File: src/rtl/pampy_pkg.sv
// Shared widths and fetch FSM encoding for
// the pampy instruction fetch path.
package pampy_pkg;

  localparam int DATA_W  = 8;
  localparam int ADDR_W  = 12;
  localparam int INSTR_W = 16;
  localparam int FIFO_D  = 2;

  typedef enum logic [1:0] {
    S_FETCH,
    S_WAIT,
    S_DISCARD
  } fetch_state_t;

endpackage

File: src/rtl/fetch_fifo.sv
// Small prefetch FIFO with synchronous flush;
// head entry is always visible on dout.
module fetch_fifo #(
  parameter int WIDTH = 8,
  parameter int DEPTH = 2
) (
  input  logic                       clk,
  input  logic                       rst_n,
  input  logic                       push,
  input  logic                       pop,
  input  logic                       flush,
  input  logic [WIDTH-1:0]           din,
  output logic [WIDTH-1:0]           dout,
  output logic [$clog2(DEPTH+1)-1:0] count,
  output logic                       full,
  output logic                       empty
);

  localparam int PW = (DEPTH > 1) ? $clog2(DEPTH) : 1;
  localparam int CW = $clog2(DEPTH + 1);
  localparam logic [PW-1:0] LAST = PW'(DEPTH - 1);
  localparam logic [CW-1:0] FULL_C = CW'(DEPTH);

  logic [WIDTH-1:0] mem [DEPTH];
  logic [PW-1:0]    wr_ptr;
  logic [PW-1:0]    rd_ptr;
  logic             do_pop;

  function automatic logic [PW-1:0] bump(
    input logic [PW-1:0] p
  );
    return (p == LAST) ? '0 : p + PW'(1);
  endfunction

  assign do_pop = pop & ~empty;
  assign full   = (count == FULL_C);
  assign empty  = (count == '0);
  assign dout   = mem[rd_ptr];

  always_ff @(posedge clk or negedge rst_n) begin
    if (!rst_n) begin
      wr_ptr <= '0;
      rd_ptr <= '0;
      count  <= '0;
      for (int i = 0; i < DEPTH; i++) begin
        mem[i] <= '0;
      end
    end else if (flush) begin
      wr_ptr <= '0;
      rd_ptr <= '0;
      count  <= '0;
    end else begin
      if (push) begin
        mem[wr_ptr] <= din;
        wr_ptr      <= bump(wr_ptr);
      end
      if (do_pop) begin
        rd_ptr <= bump(rd_ptr);
      end
      count <= count + CW'(push) - CW'(do_pop);
    end
  end

endmodule

File: src/rtl/instr_fetch_unit.sv
// Instruction fetch: one-outstanding memory
// handshake feeding a prefetch FIFO to decode.
module instr_fetch_unit
  import pampy_pkg::*;
#(
  parameter int DATA_WIDTH        = DATA_W,
  parameter int ADDR_WIDTH        = ADDR_W,
  parameter int INSTRUCTION_WIDTH = INSTR_W,
  parameter int FIFO_DEPTH        = FIFO_D
) (
  input  logic                         clk,
  input  logic                         reset,
  input  logic                         PC_LOAD,
  input  logic [ADDR_WIDTH-1:0]        PC_LOAD_ADDR,
  output logic                         MEM_REQ,
  output logic [ADDR_WIDTH-1:0]        MEM_ADDR,
  input  logic                         MEM_ACK,
  input  logic [INSTRUCTION_WIDTH-1:0] MEM_DATA_IN,
  output logic                         INSTR_VALID,
  input  logic                         INSTR_READY,
  output logic [DATA_WIDTH-1:0]        INSTR_OUT,
  output logic [DATA_WIDTH-1:0]        ARG_OUT,
  output logic [ADDR_WIDTH-1:0]        INSTR_PC_OUT
);

  localparam int CW = $clog2(FIFO_DEPTH + 1);
  localparam int EW = ADDR_WIDTH + 2 * DATA_WIDTH;
  localparam logic [ADDR_WIDTH-1:0] PC_ONE =
    ADDR_WIDTH'(1);
  localparam logic [CW-1:0] DEPTH_C =
    CW'(FIFO_DEPTH);

  fetch_state_t          state;
  logic [ADDR_WIDTH-1:0] pc;
  logic                  ack;
  logic                  push;
  logic                  pop;
  logic                  full;
  logic                  empty;
  logic                  can_issue;
  logic [CW-1:0]         count;
  logic [CW-1:0]         count_next;
  logic [EW-1:0]         din;
  logic [EW-1:0]         dout;

  assign ack  = MEM_REQ & MEM_ACK;
  assign push = ack & ~PC_LOAD & ~full &
                (state != S_DISCARD);
  assign pop  = ~empty & INSTR_READY;
  assign din  = {MEM_ADDR,
                 MEM_DATA_IN[INSTRUCTION_WIDTH-1 -: DATA_WIDTH],
                 MEM_DATA_IN[DATA_WIDTH-1:0]};

  // Occupancy after this cycle's push/pop gates the next request.
  always_comb begin
    count_next = count + CW'(push) - CW'(pop);
    if (PC_LOAD) begin
      count_next = '0;
    end
  end

  assign can_issue = (count_next < DEPTH_C);

  fetch_fifo #(
    .WIDTH (EW),
    .DEPTH (FIFO_DEPTH)
  ) u_fifo (
    .clk   (clk),
    .rst_n (reset),
    .push  (push),
    .pop   (pop),
    .flush (PC_LOAD),
    .din   (din),
    .dout  (dout),
    .count (count),
    .full  (full),
    .empty (empty)
  );

  assign INSTR_VALID = ~empty;
  assign {INSTR_PC_OUT, INSTR_OUT, ARG_OUT} = dout;

  // pc holds the address of the next request to issue.
  always_ff @(posedge clk or negedge reset) begin
    if (!reset) begin
      state    <= S_FETCH;
      pc       <= '0;
      MEM_REQ  <= 1'b0;
      MEM_ADDR <= '0;
    end else if (PC_LOAD) begin
      pc <= PC_LOAD_ADDR;
      if (MEM_REQ && !MEM_ACK) begin
        state <= S_DISCARD;
      end else begin
        state    <= S_FETCH;
        MEM_REQ  <= 1'b1;
        MEM_ADDR <= PC_LOAD_ADDR;
        pc       <= PC_LOAD_ADDR + PC_ONE;
      end
    end else begin
      case (state)
        S_DISCARD: begin
          if (ack) begin
            state    <= S_FETCH;
            MEM_REQ  <= 1'b1;
            MEM_ADDR <= pc;
            pc       <= pc + PC_ONE;
          end
        end
        default: begin
          if (MEM_REQ && !ack) begin
            state <= S_WAIT;
          end else if (can_issue) begin
            state    <= S_FETCH;
            MEM_REQ  <= 1'b1;
            MEM_ADDR <= pc;
            pc       <= pc + PC_ONE;
          end else begin
            state   <= S_FETCH;
            MEM_REQ <= 1'b0;
          end
        end
      endcase
    end
  end

endmodule
File: config.mk
export PLATFORM = sky130hd
export DESIGN_NAME = instr_fetch_unit
export DESIGN_NICKNAME = d
export VERILOG_FILES = /design/src/rtl/pampy_pkg.sv /design/src/rtl/fetch_fifo.sv /design/src/rtl/instr_fetch_unit.sv
export SDC_FILE = /design/constraint.sdc
export NUM_CORES = 1
export LEC_CHECK = 0
export CAP_MARGIN = 20
export CORE_AREA = 2 2 90 157
export CTS_BUF_LIST = sky130_fd_sc_hd__clkbuf_8
export CTS_CLUSTER_DIAMETER = 100
export DETAILED_ROUTE_END_ITERATION = 8
export DIE_AREA = 0 0 92 159
export PLACE_DENSITY = 0.55
export SYNTH_ARGS = -nofsm -noshare
export SYNTH_HDL_FRONTEND = slang
export SYNTH_HIERARCHICAL = 1
export SYNTH_SLANG_ARGS = --single-unit
export TNS_END_PERCENT = 1
File: constraint.sdc
create_clock -name clk -period 4 [get_ports clk]
set_input_delay 0.8 -clock clk [delete_from_list [all_inputs] [get_ports clk]]
set_output_delay 0.8 -clock clk [all_outputs]
set_load 0.02 [all_outputs]
---- Word-level counts from Yosys, hierarchy flattened ----
Index checks and enable logic that the tools add are counted.
storage, ports and cells
  register bits after elaboration ......... 87
  output and inout bits ................... 42
cells by class
  $add $sub $neg .......................... 7
  order comparisons ....................... 4
  equality and inequality tests ........... 6
  multiplexer cells ....................... 37
  bitwise logic cells ..................... 11
  reductions and logical operators ........ 13
operators with widths
  operator               count
  $mux 12                12
  $mux 28                4
  $bwmux 56              1
  $demux 28 s1           1
  $add 12x1->12 const B  2
  $mux 1                 13
  $mux 2                 6
  $and 1x1->1            6
  $reduce_and 3->1       2
  $eq 2x2->1 const B     2
  $ge 2x2->1 const B     2
  $ne 2x2->1 const B     2
  $not 1->2              2
  $reduce_and 4->1       1
  $reduce_bool 2->1      2
  $sub 2x1->2            2
  $logic_and 1x1->1      3
  $ne 3x2->1 const B     1
  $ne 3x3->1 const B     1
  $not 1->1              3
  $reduce_bool 3->1      1
  $add 1x1->1 const B    2
  $add 2x1->2            1
  $logic_not 1->1        2
  4 further kinds        4

---- Longest topological paths before layout ----
  depth after elaboration ................. 12
  mapped depth ............................ 9
  mapped depth without buffers ............ 8

---- Cells and area by module ----
Netlist, hierarchy kept.
by module, submodules not included
  module            instances  cells an instance  area an instance (um^2)
  fetch_fifo        1          170                2846.5
  instr_fetch_unit  1          183                1765.4

---- Worst setup path before layout ----
No wires, ideal clock.
  kind .................................... input -> register
  start point ............................. input INSTR_READY
  end point ............................... register MEM_ADDR[10]
  library setup time ...................... 0.126 ns
  arrival time ............................ 2.397 ns
  required time ........................... 3.874 ns
  path slack .............................. 1.477 ns
  stages .................................. 8
  path buffers ............................ 1
  path through ............................ nor2b_1 -> ha_1 -> and4bb_4 -> xnor2_4 -> or2_4 -> a31oi_4 -> buf_6 -> a221o_1
between the ends
  word-level cells in the longest chain between the ends .. 6
RTL lines
  item                         RTL line                 RTL
  from (decl)                  instr_fetch_unit.sv:20   input logic INSTR_READY,
  $and 1x1->1                  instr_fetch_unit.sv:49   assign pop = ~empty & INSTR_READY;
  $sub 2x1->2                  instr_fetch_unit.sv:56   count_next = count + CW'(push) - CW'(pop);
  $mux 2                       instr_fetch_unit.sv:57   if (PC_LOAD) begin
  $lt 2x2->1                   instr_fetch_unit.sv:62   assign can_issue = (count_next < DEPTH_C);
  $reduce_bool 3->1 (no line)  n/a
  $reduce_and 4->1 (no line)   n/a
  to (signal assigned)         instr_fetch_unit.sv:106  MEM_ADDR <= pc;
  to (signal assigned)         instr_fetch_unit.sv:116  MEM_ADDR <= pc;
  to (decl)                    instr_fetch_unit.sv:16   output logic [ADDR_WIDTH-1:0] MEM_ADDR,
Every way passes these cells.
A chain may end at the register's enable or synchronous reset.

---- Worst setup path after layout ----
  start point ............................. register u_fifo.rd_ptr
  end point ............................... output INSTR_PC_OUT[11]
between the ends
  word-level cells in the longest chain between the ends .. 4
RTL lines
  item                                         RTL line                RTL
  from (decl)                                  fetch_fifo.sv:26        logic [PW-1:0] rd_ptr;
  from (signal assigned)                       fetch_fifo.sv:58        rd_ptr <= bump(rd_ptr);
  $not 1->2 (implied by the code)              fetch_fifo.sv:38        assign dout = mem[rd_ptr];
  $mux 28 (implied by the code) (3 in series)  fetch_fifo.sv:38
  to (decl)                                    instr_fetch_unit.sv:23  output logic [ADDR_WIDTH-1:0] INSTR_PC_OUT
Every way passes these cells. The select of a mux whose other input is x is not followed.

==> flow_summary_export.csv <==
group,metric,value,unit
logic_synthesis,synth_cell_types,50,
pwr,p_sw_frac,0.3270,
pwr,pwr-share-comb,0.398,
final_layout,layout_commonest_cell,"dfrtp_1",
floorplanning,coreArea,13310,um^2
clock_network,clk_pin_slew,0.09,ns
clock_network,cts.sinks,87,
setup_path,crit_fanout,21,
clock_network,clock-root-buffer,"clkbuf_8",
logic_synthesis,syn-num-nets,391,
route,dr.pass1.iters,4,
final_layout,nets,466,
setup_path,arrival,2.60,ns
placed_design,port_buffers,74,
floorplanning,die_x,92,um
worst_hold_path,hp-class,"input pin to asynchronous set/reset pin",
logic_synthesis,seq_area_frac_synth,0.4721,
setup_path,timing.rr.end,"MEM_ADDR[11]",
sta,hold-worst-slack,0.3712,ns
sta,tightestPinTransition,0.9434,ns
pwr,seqPwrFrac,0.408,
logic_synthesis,syn_area_per_cell,13.06,um^2
route,wl_per_cell,17.53,um
grt,antenna_found_initial,0,
grt,grt_pass1_wl,17020,um
setup_path,r2r_setup_slack,1.54,ns
sta,min_period_over_period,0.8498,
placed_design,hpwl,7486,um
route,ant_nets,0,
pwr,internal-power,2222,uW
final_layout,final_core_util,0.4288,
clock_network,insertion_delay,0.36,ns
sta,fmax,0.2942,GHz
floorplanning,start_util,0.3464,
sta,final_max_slew_viol_count,0,
logic_synthesis,ys_warn_count,6,
route,wirelength,10640,um
clock_network,cts_max_level,3,
floorplanning,io-pin-count,75,
sta,rsz0062_at_grt,"no",
setup_path,worstSetupPathType,"register to output port",
floorplanning,num_rows,56,
pwr,switching_power,1080,uW
route,dr_total_vias,3028,
logic_synthesis,synth_flop_cell,"dfrtp_1",
logic_synthesis,ys_ff_latch,87,
placed_design,gp_congestion,0.8786,
setup_path,worstRegToRegCells,8,
final_layout,insertedDiodeCount,0,
route,drtIter0Drc,120,
setup_path,cp_data_required_time,3.20,ns
grt,grt_pass1_vias,3204,
sta,clock_skew,0.006774,ns
pwr,power_density,578.4,nW/um^2
sta,setup_tns,0,ns
clock_network,cts-hold-fix-buffers,0,
setup_path,critPathLaunch,"u_fifo/rd_ptr",
run_status,outcome,"finished, final reports clean",
clock_network,post_cts_resized,0,
sta,fin_crit,3.399,ns
logic_synthesis,syn_area,4612,um^2
grt,grt_max_degree,79,
route,drc_errors,0,
pwr,pwr-share-clk,0.194,
clock_network,post_cts_buffers,0,
setup_path,crit-reg2reg-launch,"u_fifo/count[1]",
setup_path,start_kind,"register",
logic_synthesis,synth_edf_count,0,
route,viasPerCell,4.988,
grt,grt-ovfl-total,0,
pwr,max-vdd-ir-drop,0.0001670,V
setup_path,cp-end-kind,"output port",
final_layout,fillers,1253,
floorplanning,dieArea,14630,um^2
logic_synthesis,synthArstFlopShare,1.000,
floorplanning,die_y,159,um
grt,grtUsageTotal,0.1504,
flow_run,drv_cap,0,
pwr,cellLeakagePower,0.002522,uW
clock_network,tritoncts,"built",
clock_network,clockBufferDepth,2,
sta,setup_viol,0,
final_layout,drive_gt1_frac,0.2841,
sta,relSlewSlack,0.3711,
final_layout,final_cell_mix,"dfrtp_1, clkdlybuf4s50_1, mux2_2",
sta,hold_viol,0,
clock_network,numCtsBuffers,9,
setup_path,crit_end,"INSTR_PC_OUT[11]",
final_layout,syn2layout_area_growth,23.77,%
logic_synthesis,syn-instance-count,353,
==> stage by stage <==
| stage | power (uW) | instance area (um^2) | cells | setup WS, ns |
|---|---|---|---|---|
| floorplan | 2155 | 4612 | 353 | 1.477 |
| global placement | 2659 | 5475 | 590 | 0.8778 |
| detailed placement | 2684 | 5475 | 590 | 0.8256 |
| CTS | 3339 | 5680 | 606 | 0.5204 |
| global route | 3490 | 5708 | 607 | 0.4442 |
| finish | 3301 | 5708 | 607 | 0.6009 |
==> how the worst min path moves through the flow <==
| stage | cells after the start | slack (ns) | startpoint | endpoint |
|---|---|---|---|---|
| floorplan | 1 | 0.47 | u_fifo/mem[0] | u_fifo/mem[0] |
| global placement | 1 | 0.48 | u_fifo/mem[23] | u_fifo/mem[23] |
| detailed placement | 1 | 0.49 | u_fifo/mem[8] | u_fifo/mem[8] |
| CTS | 1 | 0.51 | u_fifo/mem[27] | u_fifo/mem[27] |
| global route | 1 | 0.39 | reset | u_fifo/mem[1] |
| finish | 1 | 0.37 | reset | u_fifo/mem[1] |
==> registers in the layout, indices dropped and copies added, names as in the netlist <==
signal         count
u_fifo/rd_ptr      1
pc                12
MEM_REQ            1
u_fifo/mem        56
state              2
u_fifo/wr_ptr      1
u_fifo/count       2
MEM_ADDR          12
==> worst max-delay path: stages, from the launching register on <==
cell and delay (ns):
dfrtp_1 0.97, buf_4 0.34, mux2_2 0.37, clkdlybuf4s50_1 0.55
==> synthesized netlist by cell type, types with 4 or more instances <==
cell / instances / area share
mux2i_1: 5 / 0.011
a221o_1: 12 / 0.026
nor2_1: 12 / 0.0098
nor3_1: 8 / 0.0087
clkbuf_1: 6 / 0.0049
xor2_1: 12 / 0.023
nor2b_1: 4 / 0.0054
a21oi_1: 4 / 0.0043
mux2_2: 45 / 0.11
dfrtp_1: 87 / 0.47
nand2_1: 18 / 0.015
o211ai_1: 5 / 0.0081
nand4_1: 4 / 0.0054
nand3_1: 7 / 0.0076
mux2_4: 40 / 0.13
inv_1: 6 / 0.0049
xnor2_1: 9 / 0.017
ha_1: 5 / 0.014
buf_2: 5 / 0.0054
and3_1: 12 / 0.016
==> layout make-up <==
cell class | instances | area, um^2 | area share
clock buffers | 10 | 137.6 | 0.02411
clock inverters | 6 | 67.56 | 0.01184
inverters | 7 | 26.28 | 0.004603
multi-input cells | 240 | 2256 | 0.3952
flip-flops and latches | 87 | 2177 | 0.3814
well taps | 174 | 217.7 | 0.03814
repair buffers | 83 | 825.8 | 0.1447
==> layer usage <==
layer / track usage / vias up / part of all wire / wire, um
li1: - / 1431 / - / -
met1: 0.1695 / 1503 / 0.39 / 4166
met2: 0.2704 / 72 / 0.54 / 5775
met3: 0.02130 / 22 / 0.031 / 335
met4: 0.07870 / 0 / 0.034 / 362
met5: 0 / - / 0 / 0
==> power by group through the flow <==
stage                     Clock, uW  Combinational [uW]  Sequential, uW
after floorplan                   0                 827            1330
after global placement            0                1310            1350
after detailed placement          0                1320            1360
after CTS                       662                1330            1350
after global routing            702                1400            1390
final                           641                1310            1350
==> cells by family (layout without fill, tap and decap cells) <==
kind of cell	Yosys count	count (layout)	synth area share
AO/OA/AOI/OAI	38	38	0.06945
AND/OR/NAND/NOR	83	83	0.09957
buffers and inverters	26	106	0.04015
multiplexers	90	90	0.2510
adder cells (fa/ha/maj)	5	5	0.01356
flip-flops	87	87	0.4721
XOR/XNOR	24	24	0.05426
(Power assumes the default switching activity.)
